### config.mk
export PLATFORM = sky130hd
export DESIGN_NAME = instr_fetch
export DESIGN_NICKNAME = d
export VERILOG_FILES = /design/src/rtl/instr_fetch.sv
export SDC_FILE = /design/constraint.sdc
export NUM_CORES = 1
export LEC_CHECK = 0
export ABC_AREA = 1
export CORE_MARGIN = 8
export CORE_UTILIZATION = 48
export DETAILED_ROUTE_END_ITERATION = 10
export GPL_ROUTABILITY_DRIVEN = 1
export GPL_TIMING_DRIVEN = 1
export PLACE_DENSITY_LB_ADDON = 0.3
export SYNTH_ARGS = -nofsm -noshare
export SYNTH_HDL_FRONTEND = slang
export SYNTH_SLANG_ARGS = --single-unit
### constraint.sdc
create_clock -name clk -period 6.4 [get_ports clk]
set_input_delay 0.64 -clock clk [delete_from_list [all_inputs] [get_ports clk]]
set_output_delay 0.64 -clock clk [all_outputs]
set_load 0.005 [all_outputs]
### src/rtl/instr_fetch.sv
// -----------------------------------------------------------------------------
// instr_fetch -- instruction fetch (IF) stage
//
// Owns the program counter and issues word-aligned fetches on a valid/ready
// instruction bus.  In-order bus responses are tagged with their PC and loaded
// into the IF/ID pipe registers for decode.  Responses that return while
// decode is stalled go into a small in-order buffer.  Branch/jump redirects
// from EX flush the stage and discard any responses still in flight for the
// old path.
//
// Configuration macro:
//   CORE_IF_BUFFER_EN  defined     -> buffer depth 2, up to 2 outstanding fetches
//                      not defined -> buffer depth 1 (single skid entry)
//   Ports and reset behaviour are identical in both builds.
//
// Parameters:
//   PC_WIDTH    PC / bus address width
//   DATA_WIDTH  instruction width
//   RESET_PC    first fetch address after reset
//
// Ports:
//   clk                in   core clock
//   rst                in   synchronous reset, active high
//   ibus_req           out  fetch request valid (combinational, see below)
//   ibus_addr          out  fetch address, word aligned
//   ibus_ready         in   request accepted when ibus_req & ibus_ready
//   ibus_rvalid        in   response valid; responses return in order
//   ibus_rdata         in   response instruction
//   if_stall           in   hold the IF/ID registers (load-use hazard)
//   branch_take        in   redirect request from EX
//   branch_target      in   redirect address; bits [1:0] are ignored
//   if2id_valid        out  IF/ID instruction valid
//   if2id_pc           out  PC of if2id_instruction
//   if2id_instruction  out  fetched instruction (NOP after reset)
// -----------------------------------------------------------------------------
module instr_fetch #(
   parameter int unsigned         PC_WIDTH   = 32,
   parameter int unsigned         DATA_WIDTH = 32,
   parameter logic [PC_WIDTH-1:0] RESET_PC   = '0
) (
   input  logic                  clk,
   input  logic                  rst,
   // instruction bus
   output logic                  ibus_req,
   output logic [PC_WIDTH-1:0]   ibus_addr,
   input  logic                  ibus_ready,
   input  logic                  ibus_rvalid,
   input  logic [DATA_WIDTH-1:0] ibus_rdata,
   // pipeline control
   input  logic                  if_stall,
   input  logic                  branch_take,
   input  logic [PC_WIDTH-1:0]   branch_target,
   // IF/ID pipe registers
   output logic                  if2id_valid,
   output logic [PC_WIDTH-1:0]   if2id_pc,
   output logic [DATA_WIDTH-1:0] if2id_instruction
);

   // --------------------------------------------------------------------------
   // Configuration
   // --------------------------------------------------------------------------
`ifdef CORE_IF_BUFFER_EN
   localparam int unsigned BUF_DEPTH = 2;
`else
   localparam int unsigned BUF_DEPTH = 1;
`endif

   // Counters never exceed BUF_DEPTH (<= 2), so two bits are enough.
   localparam int unsigned CNT_W = 2;

   localparam logic [CNT_W:0]        DEPTH_CREDITS = (CNT_W+1)'(BUF_DEPTH);
   localparam logic [DATA_WIDTH-1:0] NOP_INSTR     = DATA_WIDTH'(32'h0000_0013);
   localparam logic [PC_WIDTH-1:0]   PC_STEP       = PC_WIDTH'(4);
   localparam logic [PC_WIDTH-1:0]   ALIGN_MASK    = ~PC_WIDTH'(3);

   // One fetched instruction together with the PC it was fetched from.
   typedef struct packed {
      logic [PC_WIDTH-1:0]   pc;
      logic [DATA_WIDTH-1:0] instr;
   } fetch_entry_t;

   // --------------------------------------------------------------------------
   // State
   // --------------------------------------------------------------------------
   logic [PC_WIDTH-1:0] fetch_pc_q, fetch_pc_d;   // next address to request
   logic [PC_WIDTH-1:0] resp_pc_q,  resp_pc_d;    // PC of next kept response
   logic [CNT_W-1:0]    out_cnt_q,  out_cnt_d;    // accepted, not yet returned
   logic [CNT_W-1:0]    drop_cnt_q, drop_cnt_d;   // in-flight wrong-path responses
   logic [CNT_W-1:0]    buf_cnt_q,  buf_cnt_d;    // occupied buffer entries

   fetch_entry_t        buf_q [BUF_DEPTH];        // entry 0 is the head
   fetch_entry_t        buf_d [BUF_DEPTH];

   logic                if2id_valid_q, if2id_valid_d;
   fetch_entry_t        if2id_q,       if2id_d;

   // --------------------------------------------------------------------------
   // Per-cycle decisions
   // --------------------------------------------------------------------------
   logic                target_pc;
   logic [PC_WIDTH-1:0] target_aligned;
   fetch_entry_t        resp_entry;
   logic                resp_drop;    // response belongs to a flushed path
   logic                resp_keep;    // response is a valid, current-path instr
   logic                advance;      // IF/ID may load new contents
   logic                bypass;       // response goes straight into IF/ID
   logic                pop;          // buffer head goes into IF/ID
   logic                push;         // response goes into the buffer
   logic [CNT_W:0]      credit_used;  // outstanding requests + buffered instrs
   logic                issue;
   logic                accept;
   logic [CNT_W-1:0]    push_idx;

   assign target_pc      = 1'b0;
   assign target_aligned = branch_target & ALIGN_MASK;
   assign resp_entry     = '{pc: resp_pc_q, instr: ibus_rdata};

   // A redirect discards any same-cycle response and blocks every IF/ID load,
   // so both the keep and advance terms are gated by branch_take.
   assign resp_drop = ibus_rvalid & (drop_cnt_q != '0);
   assign resp_keep = ibus_rvalid & (drop_cnt_q == '0) & ~branch_take;
   assign advance   = ~if_stall & ~branch_take;

   // The buffer keeps program order: a response may only bypass it when empty.
   assign bypass = resp_keep & (buf_cnt_q == '0) & advance;
   assign pop    = advance & (buf_cnt_q != '0);
   assign push   = resp_keep & ~bypass;

   // Credit scheme: every outstanding request has a guaranteed buffer slot,
   // so a response can always be stored and the buffer never overflows.  When
   // all credits are in use, a response that leaves straight for IF/ID frees
   // one in the same cycle; this gives the combinational rvalid -> req path
   // needed for one instruction per cycle on a single-cycle bus.
   assign credit_used = {1'b0, out_cnt_q} + {1'b0, buf_cnt_q};

   assign issue  = ~rst & ~branch_take &
                   ((credit_used < DEPTH_CREDITS) |
                    ((credit_used == DEPTH_CREDITS) & bypass));
   assign accept = issue & ibus_ready;

   // After a pop, everything shifts down one slot before the push lands.
   assign push_idx = buf_cnt_q - CNT_W'(pop);

   // --------------------------------------------------------------------------
   // PC and counter next-state
   // --------------------------------------------------------------------------
   // NOTE: combinational blocks use blocking '=' so later statements see the
   // earlier results; sequential blocks use '<=' so every flop samples
   // pre-edge values regardless of process order.
   always_comb begin
      // NOTE: every variable gets a default first so no path leaves one
      // unassigned, which would otherwise infer a latch.
      fetch_pc_d = fetch_pc_q;
      resp_pc_d  = resp_pc_q;
      out_cnt_d  = out_cnt_q + CNT_W'(accept) - CNT_W'(ibus_rvalid);
      drop_cnt_d = drop_cnt_q - CNT_W'(resp_drop);
      buf_cnt_d  = buf_cnt_q + CNT_W'(push) - CNT_W'(pop);

      if (accept) begin
         fetch_pc_d = fetch_pc_q + PC_STEP;   // wraps naturally at the top
      end
      if (resp_keep) begin
         resp_pc_d = resp_pc_q + PC_STEP;
      end

      if (branch_take) begin
         // Every request still outstanding after this cycle is wrong-path.
         // No request issues this cycle, so there is no accept to add, and
         // drop_cnt is bounded by out_cnt, which is bounded by BUF_DEPTH.
         fetch_pc_d = target_aligned;
         resp_pc_d  = target_aligned;
         drop_cnt_d = out_cnt_q - CNT_W'(ibus_rvalid);
         buf_cnt_d  = '0;
      end
   end

   // --------------------------------------------------------------------------
   // Instruction buffer next-state
   // --------------------------------------------------------------------------
   always_comb begin
      for (int i = 0; i < int'(BUF_DEPTH); i++) begin
         buf_d[i] = buf_q[i];
      end

      if (pop) begin
         for (int i = 0; i < int'(BUF_DEPTH) - 1; i++) begin
            buf_d[i] = buf_q[i+1];
         end
      end

      for (int i = 0; i < int'(BUF_DEPTH); i++) begin
         if (push && (CNT_W'(i) == push_idx)) begin
            buf_d[i] = resp_entry;
         end
      end
   end

   // --------------------------------------------------------------------------
   // IF/ID next-state
   // --------------------------------------------------------------------------
   always_comb begin
      if2id_valid_d = if2id_valid_q;
      if2id_d       = if2id_q;

      if (branch_take) begin
         // Redirect wins over a stall; pc/instr keep their last values.
         if2id_valid_d = 1'b0;
      end else if (advance) begin
         if (pop) begin
            if2id_valid_d = 1'b1;
            if2id_d       = buf_q[0];
         end else if (bypass) begin
            if2id_valid_d = 1'b1;
            if2id_d       = resp_entry;
         end else begin
            if2id_valid_d = 1'b0;
         end
      end
   end

   // --------------------------------------------------------------------------
   // Registers
   // --------------------------------------------------------------------------
   always_ff @(posedge clk) begin
      if (rst) begin
         fetch_pc_q    <= RESET_PC;
         resp_pc_q     <= RESET_PC;
         out_cnt_q     <= '0;
         drop_cnt_q    <= '0;
         buf_cnt_q     <= '0;
         if2id_valid_q <= 1'b0;
         if2id_q       <= '{pc: RESET_PC, instr: NOP_INSTR};
      end else begin
         fetch_pc_q    <= fetch_pc_d;
         resp_pc_q     <= resp_pc_d;
         out_cnt_q     <= out_cnt_d;
         drop_cnt_q    <= drop_cnt_d;
         buf_cnt_q     <= buf_cnt_d;
         if2id_valid_q <= if2id_valid_d;
         if2id_q       <= if2id_d;
      end
   end

   // NOTE: buffer storage is left out of reset on purpose: buf_cnt_q says
   // which entries hold data, so their contents are never read before being
   // written, and a reset here would only add reset fan-out.
   always_ff @(posedge clk) begin
      for (int i = 0; i < int'(BUF_DEPTH); i++) begin
         buf_q[i] <= buf_d[i];
      end
   end

   // --------------------------------------------------------------------------
   // Outputs
   // --------------------------------------------------------------------------
   assign ibus_req          = issue;
   assign ibus_addr         = fetch_pc_q;
   assign if2id_valid       = if2id_valid_q;
   assign if2id_pc          = if2id_q.pc;
   assign if2id_instruction = if2id_q.instr;

endmodule

==> summary.txt <==
Synthesis
  • Top post-synthesis cells by area: sky130_fd_sc_hd__dfxtp_1 (28%), sky130_fd_sc_hd__edfxtp_1 (20%), sky130_fd_sc_hd__nand2_1 (15%), sky130_fd_sc_hd__o21ai_0 (5.0%), sky130_fd_sc_hd__nor2_1 (4.7%)
  • Primary flip-flop cell chosen by synthesis mapping: sky130_fd_sc_hd__dfxtp_1
  • Post-Syn Instances: 1182
  • Distinct cell type count after synthesis: 43
  • Cell area after technology mapping: 0.009146 mm2
  • Library cell with the largest summed area after synthesis: sky130_fd_sc_hd__dfxtp_1
  • Share of the synthesized area in the top cell type: 28.24%
  • Number of warnings printed during yosys synthesis: 0
  • Avg Inst Size Synth: 7.738 um2
  • Post-synthesis sequential area ratio: 48.59%
  • Number of storage elements in the synthesis netlist: 191
  • Most frequently used cell type in the post-synthesis netlist: sky130_fd_sc_hd__nand2_1
  • Count of flip-flops with a built-in enable after synthesis: 62
  • Post-synthesis async set-or-reset flop share: 0%
  • Ranking of synthesized cells by instance count: sky130_fd_sc_hd__nand2_1 (356), sky130_fd_sc_hd__dfxtp_1 (129), sky130_fd_sc_hd__nor2_1 (115), sky130_fd_sc_hd__o21ai_0 (91), sky130_fd_sc_hd__inv_1 (84)

Final layout
  • Antenna fix cells: 0
  • Area of the multi-input gates: 0.004085 mm2
  • Area of all sequential standard cells: 0.004444 mm2
  • Ratio of cells with drive above 1 in the final layout: 6.170%
  • Growth of design area from synthesis to finish: 25.03%
  • Fill cell instance count of the final layout: 1685
  • Number of nets in the final layout: 1396

Worst setup path
  • Worst Path Required: 5.76 ns
  • Worst-case reg-to-reg path depth: 12
  • Type of the worst setup path: in -> out
  • Internal reg-to-reg setup slack: 3.82 ns
  • Worst Path Max Fanout: 43
  • Type of origin of the critical path: primary input
  • Type of element capturing the critical path: output pin
  • Crit path arrival time: 2.70 ns

Floorplan
  • # rows: 50
  • Core outline area: 0.01871 mm2
  • I/O Pins: 168
  • Area of the die: 0.02373 mm2
  • Starting Density: 48.90%
  • Vert. Die Dim: 154.0 um
  • Die width: 154.0 um

Place
  • Final weighted congestion in routability-driven placement: 0.9308
  • Total half-perimeter wirelength after legalization and detailed placement: 17050 um
  • IO buf count: 161
  • Post-placement setup slack: 2.931 ns

Timing
  • Final worst clock skew: 0.01186 ns
  • Maximum clock frequency: 299.6 MHz
  • Count of final hold-check violations: 0
  • Transition time at the pin with the least slew margin: 0.9625 ns
  • Relative slew slack: 35.84%
  • Post-route clock period utilization: 52.16%
  • RSZ-0062 raised after global routing: false
  • Setup-failing EPs final: 0
  • Minimum clock period: 3.338 ns
  • Total negative setup slack: 0 ns
  • Setup ws final: 3.062 ns
  • Number of pins exceeding their max-slew limit in the final report: 0

Clock tree
  • Sinks on the clock net: 191
  • Post-CTS setup repair buffer count: 0
  • H-tree Lvls: 4
  • Maximum clock path buffer count: 2
  • Number of hold buffers added after CTS: 0
  • Clock tree root driver cell: sky130_fd_sc_hd__clkbuf_16
  • Clock transition at the registers of the reported paths: 0.08 ns
  • TritonCTS clock tree: done
  • Clock buffers created by TritonCTS: 17
  • Worst-Skew Late Latency: 0.44 ns
  • Number of gates resized after CTS: 0

Power
  • Leakage power: 4.298 nW
  • Total power consumption of the routed design: 2.826 mW
  • Power density over the cells: 247.1 mW/mm2
  • Largest vdd supply drop: 0.1964 mV

Flow run
  • Number of max-cap violations: 0

GRT
  • Overall routing resource usage: 20.79%
  • Maximum number of pins on one net before global-route repair: 118
  • Initial antenna violation count: 0
  • Total congestion overflow: 0
  • Routing usage on met1: 27.56%
  • Global routing usage on met2: 32.06%
  • Met3 track demand over resource in global routing: 5.409%
  • First-pass GRT wire length: 40100 um
  • GRT busiest layer: met2
  • Number of global-route vias before repair: 7735

Routing
  • Routed WL per cell: 16.10 um
  • Aggregate routed wire length: 25160 um
  • First drt pass iteration count: 5
  • Initial drt markers: 751
  • Via density per instance: 5.384
  • Via count: 8415
  • Number of remaining DRC errors: 0
  • Number of nets with antenna violations after detailed routing: 0

Min path
  • Worst hold path depth: 2
  • Hold Crit Class: reg -> reg

Outcome
  • Result of the run: completed
==> flip-flops by register name (all words and copies together) (netlist names) <==
| signal | cells |
|---|---|
| if2id_valid | 1 |
| if2id_instruction | 32 |
| out_cnt_q | 2 |
| drop_cnt_q | 2 |
| if2id_pc | 30 |
| buf_q | 62 |
| buf_cnt_q | 2 |
| resp_pc_q | 30 |
| ibus_addr | 30 |
==> final timing paths <==
path | startpoint | endpoint
max | branch_take | ibus_req
min | if2id_instruction[1] | if2id_instruction[1]
max reg2reg | buf_cnt_q[0] | ibus_addr[30]
min reg2reg | if2id_instruction[1] | if2id_instruction[1]
==> cell usage in the layout (no fill, tap or decap), drive strengths merged, types with 2 or more instances in the layout <==
cell and instances:
nand3b 13, inv 100, o31ai 3, o21ai 95, nand3 81, or2 3, dfxtp 129, buf 9
xor2 6, nor2 121, clkinv 5, a31oi 66, o211ai 3, a21oi 48, o21a 2, ha 9
edfxtp 62, xnor2 6, clkbuf 17, o21bai 9, clkdlybuf4s50 160, nand4 8, nand2 362, nor3 4
conb 4
==> cells by family (layout without fill, tap and decap cells) <==
family | after synthesis | count (layout) | share of synthesized area (%)
buffers and inverters | 147 | 291 | 7.004
flip-flops | 191 | 191 | 48.59
AO/OA/AOI/OAI | 228 | 228 | 14.66
adder cells (fa/ha/maj) | 10 | 10 | 1.450
AND/OR/NAND/NOR | 593 | 593 | 27.10
XOR/XNOR | 12 | 12 | 1.149
other | 1 | 4 | 0.04100
==> where the power goes <==
group          switching (mW)  internal, mW  total (mW)
logic                   0.186         0.168       0.354
clock network           0.545         0.536        1.08
registers              0.0602          1.33        1.39
==> metal layers <==
| layer | vias to the layer above | part of all wire, % |
|---|---|---|
| met3 | 46 | 7.7 |
| met1 | 3841 | 46 |
| met2 | 326 | 44 |
| met4 | 0 | 2.6 |
| li1 | 4202 | - |
| met5 | - | 0 |
==> stage by stage <==
step	utilization, %	instances	cell area, um2	hold WS (ns)
floorplan	-	1185	9158	0.4527
global placement	57.89	1531	10830	0.4555
detailed placement	57.89	1531	10830	0.4550
CTS	61.14	1563	11440	0.4670
global route	61.14	1563	11440	0.5191
finish	61.14	1563	11440	0.4693
==> final cells by class <==
class	count	area share, %
flip-flops and latches	191	38.86
well taps	234	2.560
clock inverters	15	1.586
multi-input cells	847	35.72
clock buffers	17	3.720
repair buffers	169	14.57
inverters	90	2.976
==> worst max-delay path: stages <==
cell,delay (ns)
sky130_fd_sc_hd__buf_2,0.68
sky130_fd_sc_hd__inv_2,0.46
sky130_fd_sc_hd__nand2_2,0.31
sky130_fd_sc_hd__nor2_2,0.07
sky130_fd_sc_hd__nand2_1,0.06
sky130_fd_sc_hd__inv_1,0.03
sky130_fd_sc_hd__clkdlybuf4s50_1,0.43
No activity file was read; power rests on OpenSTA's default activity.
